--- src/rtl/mem_pkg.sv ---
// Shared types and helpers for the memory access unit: access sizes, FSM states
// and the lane-count / word-crossing helpers.
package mem_pkg;

    typedef enum logic [1:0] {
        MEM_SIZE_BYTE = 2'd0,
        MEM_SIZE_HALF = 2'd1,
        MEM_SIZE_WORD = 2'd2
    } mem_size_t;

    typedef enum logic [1:0] {
        IDLE = 2'd0,
        LO   = 2'd1,
        HI   = 2'd2,
        WAIT = 2'd3
    } mau_state_t;

    localparam int BYTES_PER_WORD = 4;

    // Size code 3 is treated as a word access.
    function automatic logic [2:0] size_nbytes(input logic [1:0] size);
        logic [2:0] n;
        case (mem_size_t'(size))
            MEM_SIZE_BYTE: n = 3'd1;
            MEM_SIZE_HALF: n = 3'd2;
            default:       n = 3'd4;
        endcase
        return n;
    endfunction

    function automatic logic is_crossing(input logic [1:0] offset, input logic [1:0] size);
        return ({1'b0, offset} + size_nbytes(size)) > 3'd4;
    endfunction

endpackage

--- src/rtl/byte_lane_shifter.sv ---
// Combinational lane steering: store data/mask placement across a {hi,lo} word
// pair, and load byte extraction with sign/zero extension.
import mem_pkg::*;

module byte_lane_shifter (
    input  logic [31:0] st_data_i,
    input  logic [1:0]  st_size_i,
    input  logic [1:0]  st_offset_i,
    output logic [63:0] st_lanes_o,
    output logic [7:0]  st_mask_o,
    input  logic [31:0] ld_lo_i,
    input  logic [31:0] ld_hi_i,
    input  logic [1:0]  ld_size_i,
    input  logic [1:0]  ld_offset_i,
    input  logic        ld_unsigned_i,
    output logic [31:0] ld_data_o
);

    logic [7:0]  base_mask_s;
    logic [31:0] ld_word_s;

    // Store side: shift data and byte mask up by the byte offset.
    always_comb begin
        base_mask_s = 8'h0F;
        case (mem_size_t'(st_size_i))
            MEM_SIZE_BYTE: base_mask_s = 8'h01;
            MEM_SIZE_HALF: base_mask_s = 8'h03;
            default:       base_mask_s = 8'h0F;
        endcase
        st_lanes_o = {32'd0, st_data_i} << {st_offset_i, 3'b000};
        st_mask_o  = base_mask_s << st_offset_i;
    end

    // Load side: bring the addressed byte down to lane 0, then extend.
    always_comb begin
        ld_word_s = 32'({ld_hi_i, ld_lo_i} >> {ld_offset_i, 3'b000});
        ld_data_o = ld_word_s;
        case (mem_size_t'(ld_size_i))
            MEM_SIZE_BYTE: begin
                if (ld_unsigned_i) begin
                    ld_data_o = {24'd0, ld_word_s[7:0]};
                end else begin
                    ld_data_o = {{24{ld_word_s[7]}}, ld_word_s[7:0]};
                end
            end
            MEM_SIZE_HALF: begin
                if (ld_unsigned_i) begin
                    ld_data_o = {16'd0, ld_word_s[15:0]};
                end else begin
                    ld_data_o = {{16{ld_word_s[15]}}, ld_word_s[15:0]};
                end
            end
            default: ld_data_o = ld_word_s;
        endcase
    end

endmodule

--- src/rtl/memory_access_unit.sv ---
// Load/store front end for one block-memory port: splits unaligned accesses
// into lo/hi word accesses with byte enables and returns extended load data.
import mem_pkg::*;

module memory_access_unit #(
    parameter int ADDR_BITS = 7
) (
    input  logic                 clk,
    input  logic                 reset,
    input  logic                 req_valid,
    output logic                 req_ready,
    input  logic                 req_write,
    input  logic [1:0]           req_size,
    input  logic                 req_unsigned,
    input  logic [ADDR_BITS-1:0] req_address,
    input  logic [31:0]          req_wr_data,
    output logic                 rsp_valid,
    output logic [31:0]          rsp_data,
    output logic [ADDR_BITS-1:0] mem_address,
    output logic                 mem_rd_en,
    output logic [31:0]          mem_wr_data,
    output logic [3:0]           mem_wr_en,
    input  logic [31:0]          mem_rd_data
);

    mau_state_t state_q, state_d;

    logic                 write_q, write_d;
    logic [1:0]           size_q, size_d;
    logic                 unsigned_q, unsigned_d;
    logic [1:0]           offset_q, offset_d;
    logic                 crossing_q, crossing_d;
    logic [ADDR_BITS-1:0] hi_addr_q, hi_addr_d;
    logic [31:0]          hi_lanes_q, hi_lanes_d;
    logic [3:0]           hi_mask_q, hi_mask_d;
    logic [31:0]          lo_data_q, lo_data_d;
    logic [ADDR_BITS-1:0] mem_address_q, mem_address_d;
    logic                 mem_rd_en_q, mem_rd_en_d;
    logic [31:0]          mem_wr_data_q, mem_wr_data_d;
    logic [3:0]           mem_wr_en_q, mem_wr_en_d;
    logic                 rsp_valid_q, rsp_valid_d;
    logic [31:0]          rsp_data_q, rsp_data_d;

    logic [ADDR_BITS-1:0] lo_addr_s;
    logic [63:0]          st_lanes_s;
    logic [7:0]           st_mask_s;
    logic [31:0]          ld_lo_s, ld_hi_s, ld_data_s;

    assign lo_addr_s = {req_address[ADDR_BITS-1:2], 2'b00};
    // The final read word is the hi half for crossing loads, the only half otherwise.
    assign ld_lo_s   = crossing_q ? lo_data_q : mem_rd_data;
    assign ld_hi_s   = crossing_q ? mem_rd_data : 32'd0;

    byte_lane_shifter u_shifter (
        .st_data_i     (req_wr_data),
        .st_size_i     (req_size),
        .st_offset_i   (req_address[1:0]),
        .st_lanes_o    (st_lanes_s),
        .st_mask_o     (st_mask_s),
        .ld_lo_i       (ld_lo_s),
        .ld_hi_i       (ld_hi_s),
        .ld_size_i     (size_q),
        .ld_offset_i   (offset_q),
        .ld_unsigned_i (unsigned_q),
        .ld_data_o     (ld_data_s)
    );

    // State register.
    always_ff @(posedge clk) begin
        if (reset) begin
            state_q <= IDLE;
        end else begin
            state_q <= state_d;
        end
    end

    // Next-state logic.
    always_comb begin
        state_d = state_q;
        case (state_q)
            IDLE: begin
                if (req_valid) begin
                    state_d = LO;
                end else begin
                    state_d = IDLE;
                end
            end
            LO: begin
                if (crossing_q) begin
                    state_d = HI;
                end else if (write_q) begin
                    state_d = IDLE;
                end else begin
                    state_d = WAIT;
                end
            end
            HI: begin
                if (write_q) begin
                    state_d = IDLE;
                end else begin
                    state_d = WAIT;
                end
            end
            WAIT:    state_d = IDLE;
            default: state_d = IDLE;
        endcase
    end

    // Output/datapath next values: strobes are prepared one cycle ahead so they are registered.
    always_comb begin
        write_d       = write_q;
        size_d        = size_q;
        unsigned_d    = unsigned_q;
        offset_d      = offset_q;
        crossing_d    = crossing_q;
        hi_addr_d     = hi_addr_q;
        hi_lanes_d    = hi_lanes_q;
        hi_mask_d     = hi_mask_q;
        lo_data_d     = lo_data_q;
        mem_address_d = mem_address_q;
        mem_wr_data_d = mem_wr_data_q;
        mem_rd_en_d   = 1'b0;
        mem_wr_en_d   = 4'b0000;
        rsp_valid_d   = 1'b0;
        rsp_data_d    = rsp_data_q;
        case (state_q)
            IDLE: begin
                if (req_valid) begin
                    write_d       = req_write;
                    size_d        = req_size;
                    unsigned_d    = req_unsigned;
                    offset_d      = req_address[1:0];
                    crossing_d    = is_crossing(req_address[1:0], req_size);
                    hi_addr_d     = lo_addr_s + ADDR_BITS'(BYTES_PER_WORD);
                    hi_lanes_d    = st_lanes_s[63:32];
                    hi_mask_d     = st_mask_s[7:4];
                    mem_address_d = lo_addr_s;
                    if (req_write) begin
                        mem_wr_en_d   = st_mask_s[3:0];
                        mem_wr_data_d = st_lanes_s[31:0];
                    end else begin
                        mem_rd_en_d   = 1'b1;
                    end
                end else begin
                    mem_rd_en_d = 1'b0;
                end
            end
            LO: begin
                if (crossing_q) begin
                    mem_address_d = hi_addr_q;
                    if (write_q) begin
                        mem_wr_en_d   = hi_mask_q;
                        mem_wr_data_d = hi_lanes_q;
                    end else begin
                        mem_rd_en_d   = 1'b1;
                    end
                end else if (write_q) begin
                    rsp_valid_d = 1'b1;
                    rsp_data_d  = 32'd0;
                end else begin
                    rsp_valid_d = 1'b0;
                end
            end
            HI: begin
                if (write_q) begin
                    rsp_valid_d = 1'b1;
                    rsp_data_d  = 32'd0;
                end else begin
                    lo_data_d   = mem_rd_data;
                end
            end
            WAIT: begin
                rsp_valid_d = 1'b1;
                rsp_data_d  = ld_data_s;
            end
            default: rsp_valid_d = 1'b0;
        endcase
    end

    // Datapath and output registers.
    always_ff @(posedge clk) begin
        if (reset) begin
            write_q       <= 1'b0;
            size_q        <= 2'd0;
            unsigned_q    <= 1'b0;
            offset_q      <= 2'd0;
            crossing_q    <= 1'b0;
            hi_addr_q     <= '0;
            hi_lanes_q    <= 32'd0;
            hi_mask_q     <= 4'b0000;
            lo_data_q     <= 32'd0;
            mem_address_q <= '0;
            mem_rd_en_q   <= 1'b0;
            mem_wr_data_q <= 32'd0;
            mem_wr_en_q   <= 4'b0000;
            rsp_valid_q   <= 1'b0;
            rsp_data_q    <= 32'd0;
        end else begin
            write_q       <= write_d;
            size_q        <= size_d;
            unsigned_q    <= unsigned_d;
            offset_q      <= offset_d;
            crossing_q    <= crossing_d;
            hi_addr_q     <= hi_addr_d;
            hi_lanes_q    <= hi_lanes_d;
            hi_mask_q     <= hi_mask_d;
            lo_data_q     <= lo_data_d;
            mem_address_q <= mem_address_d;
            mem_rd_en_q   <= mem_rd_en_d;
            mem_wr_data_q <= mem_wr_data_d;
            mem_wr_en_q   <= mem_wr_en_d;
            rsp_valid_q   <= rsp_valid_d;
            rsp_data_q    <= rsp_data_d;
        end
    end

    // Strobes are masked while reset is held so an interrupted hi write never reaches memory.
    assign req_ready   = (state_q == IDLE) && !reset;
    assign mem_rd_en   = mem_rd_en_q & ~reset;
    assign mem_wr_en   = mem_wr_en_q & {4{~reset}};
    assign mem_address = mem_address_q;
    assign mem_wr_data = mem_wr_data_q;
    assign rsp_valid   = rsp_valid_q;
    assign rsp_data    = rsp_data_q;

endmodule

--- config.mk ---
export PLATFORM = sky130hd
export DESIGN_NAME = memory_access_unit
export DESIGN_NICKNAME = d
export VERILOG_FILES = /design/src/rtl/mem_pkg.sv /design/src/rtl/byte_lane_shifter.sv /design/src/rtl/memory_access_unit.sv
export SDC_FILE = /design/constraint.sdc
export NUM_CORES = 1
export LEC_CHECK = 0
export ABC_AREA = 0
export CAP_MARGIN = 25
export CORE_ASPECT_RATIO = 0.5
export CORE_UTILIZATION = 40
export DETAILED_ROUTE_END_ITERATION = 16
export DONT_BUFFER_PORTS = 1
export GPL_ROUTABILITY_DRIVEN = 0
export SYNTH_ARGS = -nofsm -noshare
export SYNTH_HDL_FRONTEND = slang
export SYNTH_SLANG_ARGS = --single-unit
--- constraint.sdc ---
create_clock -name clk -period 2.5 [get_ports clk]
set_input_delay 0.5 -clock clk [delete_from_list [all_inputs] [get_ports clk]]
set_output_delay 0.5 -clock clk [all_outputs]
set_load 0.05 [all_outputs]
==> results of run 1 <==
==> sequential cells by signal, summed over array words and instances (netlist names), 2 cells and up <==
register / count
size_q: 2
state_q: 2
rsp_data: 32
hi_lanes_q: 24
mem_address: 5
offset_q: 2
lo_data_q: 32
hi_addr_q: 5
mem_wr_data: 32
hi_mask_q: 3
mem_wr_en_q: 4
==> layout by cell type, fill, tap and decap left out, types with 21 or more instances in the layout <==
cell / instances
dfxtp_1: 147
nand2_1: 146
a21oi_1: 96
nor2_1: 94
a221oi_1: 45
mux2_2: 41
mux2i_1: 40
nor3_1: 38
buf_4: 33
nand3_1: 21
==> worst max path at each step <==
| stage | start | end | cells past startpoint |
|---|---|---|---|
| final | state_q[0]$_SDFF_PP0_ | mem_wr_data[1]$_SDFFE_PP0P_ | 5 |
| after global routing | state_q[1]$_SDFF_PP0_ | req_ready | 3 |
| after CTS | state_q[0]$_SDFF_PP0_ | mem_wr_data[9]$_SDFFE_PP0P_ | 5 |
| after detailed placement | state_q[0]$_SDFF_PP0_ | mem_wr_data[9]$_SDFFE_PP0P_ | 5 |
| after global placement | state_q[0]$_SDFF_PP0_ | mem_wr_data[1]$_SDFFE_PP0P_ | 5 |
| after floorplan | reset | req_ready | 4 |
==> where the power goes <==
part / switching [mW] / internal (mW) / total (mW)
clock: 1.11 / 1.44 / 2.54
combinational: 0.869 / 0.557 / 1.43
sequential: 0.488 / 2.57 / 3.06
total: 2.46 / 4.56 / 7.03
==> cells by family after synthesis <==
| logic type | Yosys count | synth area share (%) |
|---|---|---|
| AND/OR/NAND/NOR | 347 | 19.97 |
| AO/OA/AOI/OAI | 227 | 20.65 |
| flip-flops | 148 | 38.96 |
| buffers and inverters | 94 | 5.742 |
| multiplexers | 88 | 13.41 |
| adder cells (fa/ha/maj) | 4 | 0.7569 |
| XOR/XNOR | 4 | 0.4608 |
| other | 1 | 0.04931 |
==> layout make-up <==
class / count / area share (%)
clock buffers: 19 / 5.409
clock inverters: 13 / 1.494
inverters: 5 / 0.2241
multi-input cells: 672 / 50.40
flip-flops and latches: 148 / 35.40
well taps: 259 / 3.870
repair buffers: 34 / 3.198
==> stage by stage <==
stage               std cells  hold slack, ns
floorplan                 914          0.4320
global placement         1118          0.4332
detailed placement       1118          0.4393
CTS                      1150          0.1336
global route             1150          0.1289
finish                   1150          0.1534
==> critical path: cells and delay by family (launching register included) <==
kind / cells / cell delay (ns)
AO/OA/AOI/OAI: 2 / 0.89
flip-flops: 1 / 0.57
buffers and inverters: 1 / 0.31
AND/OR/NAND/NOR: 2 / 0.26
==> metal layers <==
layer	up-vias	GRT usage, %	share of wire, %
met4	0	6.500	1.7
met2	223	39.85	47
met3	37	8.071	9.5
li1	3231	-	-
met5	-	0	0
met1	3308	29.91	42
==> run summary, run 1 <==
Cell variety after synth: 53
Cts repair resizes: 0
Largest net degree at the start of global routing: 129
Final instance area: 0.008373 sq mm
F_max: 462.2 MHz
Cell Area, Placed: 0.007795 sq mm
Fraction of final layout cells with drive strength greater than 1: 14.14%
Hold Path Origin: reset
Core area: 0.01852 sq mm
# nets final: 960
Post-Syn Area: 0.007605 sq mm
P per Cell Area: 839.1 mW/mm^2
GRT Total Usage: 24.03%
Initial Utilization: 41.05%
Yosys reg bits: 148
FILL cells: 1828
Skew final: 0.007219 ns
Drc violations: 0
Critical Path AT: 2.46 ns
Area Overhead vs Synth: 10.10%
GRT overflow: 0
Synth warn: 0
Vias in the first global route: 6387
Final hold vios: 0
CP Capture Type: flip-flop
Drt pass-1 iters: 5
CTS tree: yes
R2R Setup Slk: 0.34 ns
Initial antenna violation count: 0
FF-to-FF Start: state_q[0]$_SDFF_PP0_
Top_reg_cell synth: dfxtp_1
Cts bufs inserted: 17
Reg2reg end: mem_wr_data[1]$_SDFFE_PP0P_
RSZ-0062 raised after global routing: no
EDFF count, synth: 0
Final Setup Violations: 0
Setup CP Type: flip-flop to flip-flop
Synth Area per Inst: 8.329 sq um
Slew Viols, Final: 0
Measured slew at the worst slew-check pin: 1.022 ns
Asr flop ratio synth: 0%
CP Launch Type: flip-flop
Via count: 6799
Average routed wire per standard cell: 20.25 um
Final core occ: 45.20%
Dpl ws: 0.3835 ns
Total negative slack: 0 ns
Max IR drop VDD: 559.5 uV
HP Class: input pin to flip-flop
Register area: 0.002964 sq mm
First-pass GRT wire length: 36620 um
Slowest CP cell: dfxtp_1
Final ANT Viol Nets: 0
Post-synthesis sequential area ratio: 38.96%
CP max FO: 21
Critical-path cell list: nand3_1 > a21o_1 > buf_4 > a221oi_1 > nor3_1
Ant diodes: 0
Outcome: finished clean
Die height: 99.50 um
Die area: 0.01960 sq mm
Multi-input logic area: 0.004220 sq mm
Count leader, synth: dfxtp_1
I/O Buffers: 0
Root Driver: clkbuf_16
Worst setup margin: 0.3367 ns
DIE WIDTH: 197.0 um
Total power: 7.026 mW
WP data required: 2.80 ns
R2R depth: 5
DP HPWL: 16140 um
Starting DRT DRC Count: 517
WHS Endpoint: lo_data_q[31]$_SDFFE_PP0P_
H-tree depth: 4
Rows: 35
Clk sink count: 148
Max clock buf depth: 2
Clock slew at reported path FFs: 0.07 ns
Relative slew slack: 31.37%
Lkg Pwr: 2.844 nW
Synth Instances: 913
Max-capacitance violation count: 0
Post-CTS Setup Bufs: 0
Top cells by area, synth: dfxtp_1 (39%), nand2_1 (7.2%), a21oi_1 (6.3%), mux2_2 (6.1%), mux2i_1 (5.3%)
Top-Level Pins: 156
Synth area leader: dfxtp_1
CP peak stage delay: 0.57 ns
Synth cell count leaders: dfxtp_1 (148), nand2_1 (146), a21oi_1 (96)
CTS hold repair buffers: 0
Fin crit share: 86.53%
Vias per inst: 5.912
Tmin final: 2.163 ns
Top-area cell type share of the netlist area: 38.96%
Post-Route WL: 23290 um
Clk_lat worst skew: 0.42 ns
Hold-critical path depth: 1
No activity file was read; power rests on OpenSTA's default activity.
==> run 2: changes to the inputs <==
--- a/config.mk
+++ b/config.mk
@@ -12,6 +12,8 @@
 export DETAILED_ROUTE_END_ITERATION = 16
 export DONT_BUFFER_PORTS = 1
 export GPL_ROUTABILITY_DRIVEN = 0
+export HOLD_SLACK_MARGIN = 0.02
+export SLEW_MARGIN = 0
 export SYNTH_ARGS = -nofsm -noshare
 export SYNTH_HDL_FRONTEND = slang
 export SYNTH_SLANG_ARGS = --single-unit
==> constraint.sdc (replaced) <==
create_clock -name clk -period 2.05 [get_ports clk]
set_input_delay 0.41 -clock clk [delete_from_list [all_inputs] [get_ports clk]]
set_output_delay 0.41 -clock clk [all_outputs]
set_load 0.05 [all_outputs]
==> run summary, run 2 (synthesis gave the netlist of run 1 again) <==
RSZ-0062 raised after global routing: no (unchanged)
Setup CP Type: flip-flop to output port (was flip-flop to flip-flop)
Slew Viols, Final: 0 (unchanged)
Drt pass-1 iters: 5 (unchanged)
Non-filler cells, final: 1162 (was 1150)
CP max FO: 10 (was 21)
P per Cell Area: 1048 mW/mm^2 (was 839.1 mW/mm^2)
Clk_lat worst skew: 0.43 ns (was 0.42 ns)
Largest net degree at the start of global routing: 129 (unchanged)
Total power: 8.991 mW (was 7.026 mW)
Cts bufs inserted: 17 (unchanged)
Tmin final: 1.921 ns
WP data required: 1.64 ns (was 2.80 ns)
Fraction of final layout cells with drive strength greater than 1: 15.84% (was 14.14%)
Final hold vios: 0 (unchanged)
Die area: 0.01960 sq mm (unchanged)
Clock slew at reported path FFs: 0.06 ns (was 0.07 ns)
Via count: 6759 (was 6799)
DIE WIDTH: 197.0 um (unchanged)
Drc violations: 0 (unchanged)
DP HPWL: 16190 um (was 16140 um)
Max IR drop VDD: 691.6 uV (was 559.5 uV)
Measured slew at the worst slew-check pin: 0.7583 ns (was 1.022 ns)
GRT overflow: 0 (unchanged)
CTS hold repair buffers: 0 (unchanged)
CP Capture Type: output port (was flip-flop)
Placed cell count: 1128 (was 1118)
CP Launch Type: flip-flop (unchanged)
Vias per inst: 5.817 (was 5.912)
Average routed wire per standard cell: 20.20 um (was 20.25 um)
Outcome: finished clean (unchanged)
H-tree depth: 4 (unchanged)
# nets final: 972 (was 960)
Final ANT Viol Nets: 0 (unchanged)
Clk sink count: 148 (unchanged)
Initial Utilization: 41.05% (unchanged)
Root Driver: clkbuf_16 (unchanged)
Critical Path AT: 1.51 ns (was 2.46 ns)
Relative slew slack: 49.26% (was 31.37%)
Tightest hold margin: 0.06030 ns (was 0.1534 ns)
Starting DRT DRC Count: 542 (was 517)
Top-Level Pins: 156 (unchanged)
GRT Total Usage: 24.01% (was 24.03%)
Initial antenna violation count: 0 (unchanged)
Core area: 0.01852 sq mm (unchanged)
Lkg Pwr: 2.948 nW (was 2.844 nW)
CTS tree: yes (unchanged)
F_max: 520.5 MHz
Final Setup Violations: 0 (unchanged)
Area Overhead vs Synth: 12.83% (was 10.10%)
HP Class: input pin to flip-flop (unchanged)
Skew final: 0.01329 ns (was 0.007219 ns)
Vias in the first global route: 6340 (was 6387)
Post-Route WL: 23480 um (was 23290 um)
Max clock buf depth: 2 (unchanged)
Fin crit share: 93.72%
I/O Buffers: 0 (unchanged)
Ant diodes: 0 (unchanged)
Total negative slack: 0 ns (unchanged)
Leading cell types in the layout, fill and taps excluded: nand2_1 (146), dfxtp_1 (146), a21oi_1 (96) (was dfxtp_1 (147), nand2_1 (146), a21oi_1 (96))
Rows: 35 (unchanged)
Die height: 99.50 um (unchanged)
First-pass GRT wire length: 36160 um (was 36620 um)
Max-capacitance violation count: 0 (unchanged)
## run 2: cell types whose count changed in the layout (fill, tap and decap cells not counted), sizes merged
| cell | previous run | this run |
|---|---|---|
| bufinv | 1 | 4 |
| clkinvlp | 2 | 3 |
| clkinv | 8 | 5 |
| buf | 34 | 46 |
| clkbuf | 19 | 18 |
## run 2: final timing paths
path,startpoint,endpoint,slack [ns],depth (start not counted)
hold reg to reg,hi_lanes_q[22]$_SDFFE_PP0P_,hi_lanes_q[22]$_SDFFE_PP0P_,0.45,2
setup / recovery,state_q[1]$_SDFF_PP0_,req_ready,0.13,3
hold / removal,reset,hi_mask_q[1]$_SDFFE_PP0P_,0.06,1
setup reg to reg,crossing_q$_SDFFE_PP0P_,rsp_data[22]$_SDFFE_PP0P_,0.16,6
## run 2: routing by layer
metal  up-vias  global-route usage [%]  share of wire (%)
met2       240                   39.22                 47
met5         -                       0                  0
met4         0                   8.229                1.8
li1       3259                       -                  -
met3        34                   8.681                9.2
met1      3226                   29.38                 42
## run 2: cell type report
| type | count | area, sq um |
|---|---|---|
| Clock inverter | 14 | 202.7 |
| Timing Repair Buffer | 46 | 395.4 |
| Sequential cell | 148 | 2968 |
| Inverter | 5 | 18.77 |
| Fill cell | 1788 | 9943 |
| Clock buffer | 18 | 439.2 |
| Multi-Input combinational cell | 672 | 4233 |
| Tap cell | 259 | 324.1 |
## run 2: report_power, final
group	leakage, nW	switching, mW	internal [mW]
sequential	1.21	0.575	3.14
combinational	1.44	1.10	0.759
clock	0.305	1.33	2.09
total	2.95	3.01	5.98
## run 2: critical path: stages (launching register included)
cell,delay (ns)
dfxtp_2,0.38
or2_2,0.38
nor2_2,0.12
buf_4,0.21
## run 2: repair_timing
action / CTS / global route
setup endpoints to repair: 0 / 27
hold endpoints to repair: 0 / 0
setup buffers: 0 / 2
resized for setup: 0 / 5
## run 2: per-stage QoR
step	utilization [%]	setup WS, ns	cell area [sq um]
4_1_cts	46.10	0.004463	8539
2_1_floorplan	-	0.1390	7611
3_3_place_gp	42.63	0.1492	7898
5_1_grt	46.32	0.01952	8581
3_5_place_dp	42.63	0.02268	7898
6_report	46.32	0.1288	8581
